<file path="src/rtl/tlb_op_sequencer_if.sv">
// Handshake and TLB port bundle between EXE/CSR/mmu and the TLB op sequencer.
// slave: sequencer view; master: the surrounding pipeline and TLB.
interface tlb_op_sequencer_if #(
   parameter int TLBNUM = 16
);
   localparam int IDXW = $clog2(TLBNUM);

   logic            op_valid;
   logic            op_ready;
   logic [2:0]      op_code;
   logic            flush;
   logic [4:0]      inv_op;
   logic [9:0]      inv_asid;
   logic [18:0]     inv_vppn;
   logic [18:0]     csr_vppn;
   logic [9:0]      csr_asid;
   logic [IDXW-1:0] csr_index;

   logic            s1_sel;
   logic [18:0]     s1_vppn;
   logic            s1_va_bit12;
   logic [9:0]      s1_asid;
   logic            s1_found;
   logic [IDXW-1:0] s1_index;

   logic [IDXW-1:0] r_index;
   logic            we;
   logic [IDXW-1:0] w_index;
   logic            invtlb_valid;
   logic [4:0]      invtlb_op;

   logic            done_valid;
   logic [2:0]      done_op;
   logic            done_found;
   logic [IDXW-1:0] done_index;
   logic            done_ine;

   modport slave (
      input  op_valid, op_code, flush, inv_op, inv_asid, inv_vppn,
             csr_vppn, csr_asid, csr_index, s1_found, s1_index,
      output op_ready, s1_sel, s1_vppn, s1_va_bit12, s1_asid,
             r_index, we, w_index, invtlb_valid, invtlb_op,
             done_valid, done_op, done_found, done_index, done_ine
   );

   modport master (
      output op_valid, op_code, flush, inv_op, inv_asid, inv_vppn,
             csr_vppn, csr_asid, csr_index, s1_found, s1_index,
      input  op_ready, s1_sel, s1_vppn, s1_va_bit12, s1_asid,
             r_index, we, w_index, invtlb_valid, invtlb_op,
             done_valid, done_op, done_found, done_index, done_ine
   );
endinterface

</file>
<file path="src/rtl/tlb_op_sequencer.sv">
// Sequences tlbsrch/tlbrd/tlbwr/tlbfill/invtlb; TLB_FILL_LFSR_EN selects an LFSR fill index.
// Accept at T, TLB ports at T+1, done pulse at T+2; op_ready low while busy, flush ignored after accept.
module tlb_op_sequencer #(
   parameter int TLBNUM = 16
) (
   input  logic                clk,
   input  logic                resetn,
   tlb_op_sequencer_if.slave   bus
);
   localparam int IDXW = $clog2(TLBNUM);

   localparam logic [1:0] S_IDLE = 2'd0;
   localparam logic [1:0] S_EXEC = 2'd1;
   localparam logic [1:0] S_RESP = 2'd2;

   localparam logic [2:0] OP_SRCH = 3'd0;
   localparam logic [2:0] OP_WR   = 3'd2;
   localparam logic [2:0] OP_FILL = 3'd3;
   localparam logic [2:0] OP_INV  = 3'd4;

   logic [1:0]      r_state;
   logic [2:0]      r_op;
   logic [4:0]      r_inv_op;
   logic [9:0]      r_inv_asid;
   logic [18:0]     r_inv_vppn;
   logic [18:0]     r_csr_vppn;
   logic [9:0]      r_csr_asid;
   logic [IDXW-1:0] r_idx;
   logic            r_found;
   logic [IDXW-1:0] r_hit_idx;

   logic            w_accept;
   logic            w_exec;
   logic            w_resp;
   logic            w_s1_own;
   logic            w_is_inv;
   logic            w_inv_legal;
   logic            w_is_write;
   logic            w_reserved;
   logic [IDXW-1:0] w_fill_idx;

   assign w_accept    = (r_state == S_IDLE) && bus.op_valid && !bus.flush;
   assign w_exec      = (r_state == S_EXEC);
   assign w_resp      = (r_state == S_RESP);
   assign w_is_inv    = (r_op == OP_INV);
   assign w_inv_legal = (r_inv_op <= 5'd6);
   assign w_is_write  = (r_op == OP_WR) || (r_op == OP_FILL);
   assign w_reserved  = (r_op > OP_INV);
   assign w_s1_own    = w_exec && ((r_op == OP_SRCH) || w_is_inv);

   always_ff @(posedge clk or negedge resetn) begin
      if (!resetn) begin
         r_state <= S_IDLE;
      end else begin
         case (r_state)
            S_IDLE:  if (w_accept) r_state <= S_EXEC;
            S_EXEC:  r_state <= S_RESP;
            S_RESP:  r_state <= S_IDLE;
            default: r_state <= S_IDLE;
         endcase
      end
   end

   // Operands are frozen at accept so late CSR writes or a flush cannot disturb the op.
   always_ff @(posedge clk or negedge resetn) begin
      if (!resetn) begin
         r_op       <= '0;
         r_inv_op   <= '0;
         r_inv_asid <= '0;
         r_inv_vppn <= '0;
         r_csr_vppn <= '0;
         r_csr_asid <= '0;
         r_idx      <= '0;
         r_found    <= 1'b0;
         r_hit_idx  <= '0;
      end else begin
         if (w_accept) begin
            r_op       <= bus.op_code;
            r_inv_op   <= bus.inv_op;
            r_inv_asid <= bus.inv_asid;
            r_inv_vppn <= bus.inv_vppn;
            r_csr_vppn <= bus.csr_vppn;
            r_csr_asid <= bus.csr_asid;
            r_idx      <= (bus.op_code == OP_FILL) ? w_fill_idx : bus.csr_index;
         end
         if (w_exec && (r_op == OP_SRCH)) begin
            r_found   <= bus.s1_found;
            r_hit_idx <= bus.s1_index;
         end
      end
   end

`ifdef TLB_FILL_LFSR_EN
   logic [7:0] r_lfsr;

   // x^8+x^6+x^5+x^4+1, Fibonacci form, advancing every cycle.
   always_ff @(posedge clk or negedge resetn) begin
      if (!resetn) begin
         r_lfsr <= 8'h01;
      end else begin
         r_lfsr <= {r_lfsr[6:0], r_lfsr[7] ^ r_lfsr[5] ^ r_lfsr[4] ^ r_lfsr[3]};
      end
   end

   assign w_fill_idx = r_lfsr[IDXW-1:0];
`else
   logic [IDXW-1:0] r_fill_cnt;

   always_ff @(posedge clk or negedge resetn) begin
      if (!resetn) begin
         r_fill_cnt <= '0;
      end else if (r_fill_cnt == IDXW'(TLBNUM - 1)) begin
         r_fill_cnt <= '0;
      end else begin
         r_fill_cnt <= r_fill_cnt + 1'b1;
      end
   end

   assign w_fill_idx = r_fill_cnt;
`endif

   // All outputs decode from registered state so reset clears them without waiting for a clock.
   assign bus.op_ready     = resetn && (r_state == S_IDLE);

   assign bus.s1_sel       = w_s1_own;
   assign bus.s1_vppn      = !w_s1_own ? '0 : (w_is_inv ? r_inv_vppn : r_csr_vppn);
   assign bus.s1_asid      = !w_s1_own ? '0 : (w_is_inv ? r_inv_asid : r_csr_asid);
   assign bus.s1_va_bit12  = 1'b0;

   assign bus.r_index      = r_idx;
   assign bus.we           = w_exec && w_is_write;
   assign bus.w_index      = (w_exec && w_is_write) ? r_idx : '0;
   assign bus.invtlb_valid = w_exec && w_is_inv && w_inv_legal;
   assign bus.invtlb_op    = (w_exec && w_is_inv && w_inv_legal) ? r_inv_op : '0;

   assign bus.done_valid   = w_resp;
   assign bus.done_op      = w_resp ? r_op : '0;
   assign bus.done_found   = w_resp && (r_op == OP_SRCH) && r_found;
   assign bus.done_index   = (w_resp && (r_op == OP_SRCH)) ? r_hit_idx : '0;
   assign bus.done_ine     = w_resp && (w_reserved || (w_is_inv && !w_inv_legal));
endmodule

</file>
<file path="src/flat_wrapper.sv">
// flat-port wrapper written by rule: the top's interface ports become plain ports
module tlb_op_sequencer_flat 
#(
   parameter int TLBNUM = 16
)
  (clk, resetn, bus_op_valid, bus_op_code, bus_flush, bus_inv_op, bus_inv_asid, bus_inv_vppn, bus_csr_vppn, bus_csr_asid, bus_csr_index, bus_s1_found, bus_s1_index, bus_op_ready, bus_s1_sel, bus_s1_vppn, bus_s1_va_bit12, bus_s1_asid, bus_r_index, bus_we, bus_w_index, bus_invtlb_valid, bus_invtlb_op, bus_done_valid, bus_done_op, bus_done_found, bus_done_index, bus_done_ine);
  tlb_op_sequencer_if #(.TLBNUM(TLBNUM)) bus_i ();
  input  logic clk;
  input  logic resetn;
  input wire logic [$bits(bus_i.op_valid)-1:0] bus_op_valid;
  input wire logic [$bits(bus_i.op_code)-1:0] bus_op_code;
  input wire logic [$bits(bus_i.flush)-1:0] bus_flush;
  input wire logic [$bits(bus_i.inv_op)-1:0] bus_inv_op;
  input wire logic [$bits(bus_i.inv_asid)-1:0] bus_inv_asid;
  input wire logic [$bits(bus_i.inv_vppn)-1:0] bus_inv_vppn;
  input wire logic [$bits(bus_i.csr_vppn)-1:0] bus_csr_vppn;
  input wire logic [$bits(bus_i.csr_asid)-1:0] bus_csr_asid;
  input wire logic [$bits(bus_i.csr_index)-1:0] bus_csr_index;
  input wire logic [$bits(bus_i.s1_found)-1:0] bus_s1_found;
  input wire logic [$bits(bus_i.s1_index)-1:0] bus_s1_index;
  output wire logic [$bits(bus_i.op_ready)-1:0] bus_op_ready;
  output wire logic [$bits(bus_i.s1_sel)-1:0] bus_s1_sel;
  output wire logic [$bits(bus_i.s1_vppn)-1:0] bus_s1_vppn;
  output wire logic [$bits(bus_i.s1_va_bit12)-1:0] bus_s1_va_bit12;
  output wire logic [$bits(bus_i.s1_asid)-1:0] bus_s1_asid;
  output wire logic [$bits(bus_i.r_index)-1:0] bus_r_index;
  output wire logic [$bits(bus_i.we)-1:0] bus_we;
  output wire logic [$bits(bus_i.w_index)-1:0] bus_w_index;
  output wire logic [$bits(bus_i.invtlb_valid)-1:0] bus_invtlb_valid;
  output wire logic [$bits(bus_i.invtlb_op)-1:0] bus_invtlb_op;
  output wire logic [$bits(bus_i.done_valid)-1:0] bus_done_valid;
  output wire logic [$bits(bus_i.done_op)-1:0] bus_done_op;
  output wire logic [$bits(bus_i.done_found)-1:0] bus_done_found;
  output wire logic [$bits(bus_i.done_index)-1:0] bus_done_index;
  output wire logic [$bits(bus_i.done_ine)-1:0] bus_done_ine;
  assign bus_i.op_valid = bus_op_valid;
  assign bus_i.op_code = bus_op_code;
  assign bus_i.flush = bus_flush;
  assign bus_i.inv_op = bus_inv_op;
  assign bus_i.inv_asid = bus_inv_asid;
  assign bus_i.inv_vppn = bus_inv_vppn;
  assign bus_i.csr_vppn = bus_csr_vppn;
  assign bus_i.csr_asid = bus_csr_asid;
  assign bus_i.csr_index = bus_csr_index;
  assign bus_i.s1_found = bus_s1_found;
  assign bus_i.s1_index = bus_s1_index;
  assign bus_op_ready = bus_i.op_ready;
  assign bus_s1_sel = bus_i.s1_sel;
  assign bus_s1_vppn = bus_i.s1_vppn;
  assign bus_s1_va_bit12 = bus_i.s1_va_bit12;
  assign bus_s1_asid = bus_i.s1_asid;
  assign bus_r_index = bus_i.r_index;
  assign bus_we = bus_i.we;
  assign bus_w_index = bus_i.w_index;
  assign bus_invtlb_valid = bus_i.invtlb_valid;
  assign bus_invtlb_op = bus_i.invtlb_op;
  assign bus_done_valid = bus_i.done_valid;
  assign bus_done_op = bus_i.done_op;
  assign bus_done_found = bus_i.done_found;
  assign bus_done_index = bus_i.done_index;
  assign bus_done_ine = bus_i.done_ine;
  tlb_op_sequencer #(.TLBNUM(TLBNUM)) u_core (.clk(clk), .resetn(resetn), .bus(bus_i));
endmodule
</file>
<file path="config.mk">
export PLATFORM = sky130hd
export DESIGN_NAME = tlb_op_sequencer_flat
export DESIGN_NICKNAME = d
export VERILOG_FILES = /design/src/rtl/tlb_op_sequencer_if.sv /design/src/rtl/tlb_op_sequencer.sv /design/src/flat_wrapper.sv
export SDC_FILE = /design/constraint.sdc
export NUM_CORES = 1
export LEC_CHECK = 0
export CAP_MARGIN = 20
export CORE_MARGIN = 5
export CORE_UTILIZATION = 33
export CTS_BUF_LIST = sky130_fd_sc_hd__clkbuf_16
export DETAILED_ROUTE_END_ITERATION = 12
export GPL_TIMING_DRIVEN = 1
export MAX_ROUTING_LAYER = met4
export PLACE_DENSITY = 0.64
export SETUP_SLACK_MARGIN = 0.5
export SLEW_MARGIN = 20
export SYNTH_ARGS = -nofsm -noshare
export SYNTH_HDL_FRONTEND = slang
export SYNTH_SLANG_ARGS = --single-unit
export TNS_END_PERCENT = 10
</file>
<file path="constraint.sdc">
create_clock -name clk -period 1.7 [get_ports clk]
set_clock_uncertainty 0.05 [all_clocks]
set_input_delay 0.34 -clock clk [delete_from_list [all_inputs] [get_ports clk]]
set_output_delay 0.34 -clock clk [all_outputs]
set_load 0.03 [all_outputs]
</file>
==> results_dict.tcl <==
set metrics [dict create \
    path_max_fanout 5 \
    grt_pass1_vias 2996 \
    fillers 893 \
    antenna_cells 0 \
    hold_viol_final 0 \
    grt_use_met3 0.04158 \
    max-vdd-ir-drop_uv 451.5 \
    dp_hpwl_um 6739 \
    crit_buf_inv 3 \
    synth_edf_count 0 \
    grt_max_degree 82 \
    worstPathRequired_ns 1.31 \
    synth_compound_area_frac 0.1007 \
    layout_setup_ws_ns -0.6186 \
    postRouteAntennaNets 0 \
    finish.utilization 0.5574 \
    maxSlewHeadroom 0.5109 \
    leakagePower_nw 2.604 \
    fp-row-count 38 \
    grt_pass1_wl_um 15500 \
    fp.dieW_um 115.2 \
    grt.busiest_layer "met2" \
    dp.cells 535 \
    design.core.area_mm2 0.01084 \
    met2_usage 0.2396 \
    chipHeight_um 115.2 \
    clk_latency_ns 0.33 \
    ys_ff_latch 81 \
    synth_cell_types 31 \
    reg2regPathDepth 6 \
    postSynthCellCount 254 \
    failed_checks "setup timing" \
    synth.area.mux_share 0.2349 \
    cts.sinks 81 \
    drv_slew 0 \
    via_count 2716 \
    crit_family "simple AND/OR/NAND/NOR gates" \
    cpMostUsedCell "buf_6" \
    portBuffers 132 \
    synth-xor-area-share 0.002396 \
    firstDrtPassIters 4 \
    max_freq_mhz 431.3 \
    drcViolationCount 0 \
    place_area_mm2 0.005378 \
    rsz0062_at_grt "true" \
    r2r_slack_ns -0.09 \
    ioPinCount 136 \
    syn_area_per_cell_um2 14.39 \
    cp_cell_sequence "or3b_4 > buf_6 > nor4_4 > buf_4 > and3_4 > buf_6" \
    clk_pin_slew_ns 0.06 \
    cts_tree "done" \
    startpoint_type "flop" \
    nets 497 \
    crit_start "u_core.r_op[1]" \
    p_per_area_mw_per_mm2 1004 \
    critPathSlowestCell "or3b_4" \
    grtUsageTotal 0.1552 \
    wire_per_inst_um 17.36 \
    drt_iter0_markers 81 \
    worstPathArrival_ns 1.93 \
    h-tree-depth 3 \
    grt_overflow 0 \
    areaGrowthSynthToFinish_pct 65.32 \
    holdCritPathClass "in -> async" \
    r2r-end "u_core.r_hit_idx[0]" \
    viasPerCell 4.833 \
    initial_core_util 0.3371 \
    yosysWarnings 0 \
    status "finished, violations left" \
    ys.flop_type "dfrtp_1" \
    dpl_worst_slack_ns -0.5302 \
    r2r-start "u_core.r_op[1]" \
    finalCritPeriodShare 1.364 \
    cts_buffer_depth 2 \
    tightest_slew_ns 0.7337 \
    dieArea_mm2 0.01328 \
    synth_seq_area_share 0.5546 \
    gp_congestion 0.7477 \
    finalNonFillerCells 562 \
    drive_above_1_share 0.5521 \
    clockRootBuffer "clkbuf_16" \
    synthArstFlopShare 1.000 \
    hold_buffers 0 \
    max_stage_delay_ns 0.43 \
    drv_cap 0 \
    final_area_mm2 0.006042 \
    synthTopCellsByArea "dfrtp_1 (55%), mux2_2 (20%), o221a_2 (8.9%)" \
    final-setup-viol-count 69 \
    cts_buffers 9 \
    wl_um 9755 \
    synth_top_family_by_area "multiplexers" \
    antenna_found_initial 0 \
    crit_type "reg -> out" \
    critPathCaptureType "output port" \
    synthSimpleGateAreaFrac 0.06470 \
    yosys.area.top_type "dfrtp_1" \
    met1_usage 0.2043 \
    hold_ws_ns 0.1063 \
    synth_area_mm2 0.003655 \
    synth_top_area_share 0.5546 \
    synthAdderAreaFrac 0.003423 \
    period_minus_slack_ns 2.319 \
]
## cell usage after synthesis, types with 2 or more instances
master,instances
mux2i_1,4
dfrtp_1,81
mux2_2,65
and2_1,13
mux2_4,5
nor2_1,4
nor2b_1,2
o21ai_0,2
clkbuf_1,5
buf_2,7
o221a_2,29
nor3b_1,2
buf_4,9
and3_1,4
a21oi_1,5
inv_1,2
## cells by family after synthesis
logic type	count (synthesis)
compound gates	37
xor+xnor	1
fa+ha+maj	1
buf+inv	24
flops	81
mux	75
other cells	1
simple gates	34
## timing repair
action,4_1_cts,5_1_grt
pin swaps,10,7
gates resized for setup,117,46
gates cloned,1,0
endpoints found under the setup margin,130,130
setup buffers,5,5
## state kept, by name (all words and copies together), names as in the netlist
| signal | cells |
|---|---|
| u_core.r_inv_asid | 10 |
| u_core.bus.r_index | 4 |
| u_core.r_found | 1 |
| u_core.r_csr_asid | 10 |
| u_core.r_fill_cnt | 4 |
| u_core.r_op | 3 |
| u_core.r_inv_vppn | 19 |
| u_core.r_csr_vppn | 19 |
| u_core.r_state | 2 |
| u_core.r_hit_idx | 4 |
| u_core.r_inv_op | 5 |
## cell type report
| cell class | instances | area, um^2 | share of cell area |
|---|---|---|---|
| flip-flops and latches | 81 | 2031 | 0.3361 |
| repair buffers | 171 | 1803 | 0.2984 |
| multi-input cells | 152 | 1738 | 0.2876 |
| clock buffers | 9 | 225.2 | 0.03727 |
| well taps | 140 | 175.2 | 0.02899 |
| clock inverters | 7 | 62.56 | 0.01035 |
| inverters | 2 | 7.507 | 0.001242 |
## cell usage in the layout (no fill, tap or decap), drive strengths merged, types with 4 or more instances in the layout
| cell type | count |
|---|---|
| dlygate4sd2 | 4 |
| a21oi | 5 |
| and3 | 4 |
| clkbuf | 9 |
| dfrtp | 81 |
| and2 | 13 |
| clkdlybuf4s15 | 9 |
| mux2 | 71 |
| o221a | 29 |
| mux2i | 4 |
| buf | 81 |
| nor2 | 4 |
| clkdlybuf4s50 | 77 |
## per-stage QoR
stage / setup TNS (ns) / power [mW]
6_report: -23.97 / 6.068
5_1_grt: -30.33 / 6.409
4_1_cts: -25.42 / 6.054
3_5_place_dp: -32.07 / 4.053
3_3_place_gp: -31.44 / 4.016
2_1_floorplan: -1.867 / 3.441
## layer usage
layer	part of all wire	up-vias	wire, um
li1	-	1279	-
met1	0.46	1350	4443
met2	0.48	81	4667
met3	0.058	6	567
met4	0.0078	0	76
met5	0	-	0
## power breakdown
group	total [mW]	internal, mW	switching, mW	leakage [nW]
Clock	1.86	1.12	0.743	0.140
Combinational	1.59	0.928	0.658	1.51
Sequential	2.62	2.35	0.266	0.953
## worst reg2reg max path, cell delays in order (launching register included)
cell     delay [ns]
dfrtp_2        0.42
buf_6          0.13
buf_6          0.10
buf_6          0.12
or4_4          0.41
buf_6          0.15
mux2_4         0.29
## worst max path at each step
stage | endpoint | slack [ns] | depth (start not counted)
after detailed placement | bus_s1_vppn[4] | -0.53 | 3
after global routing | bus_invtlb_op[2] | -0.68 | 6
after global placement | bus_s1_vppn[0] | -0.51 | 3
final | bus_invtlb_op[2] | -0.62 | 6
after CTS | bus_invtlb_op[0] | -0.64 | 6
after floorplan | bus_invtlb_op[0] | -0.10 | 4
(Power assumes the default switching activity.)
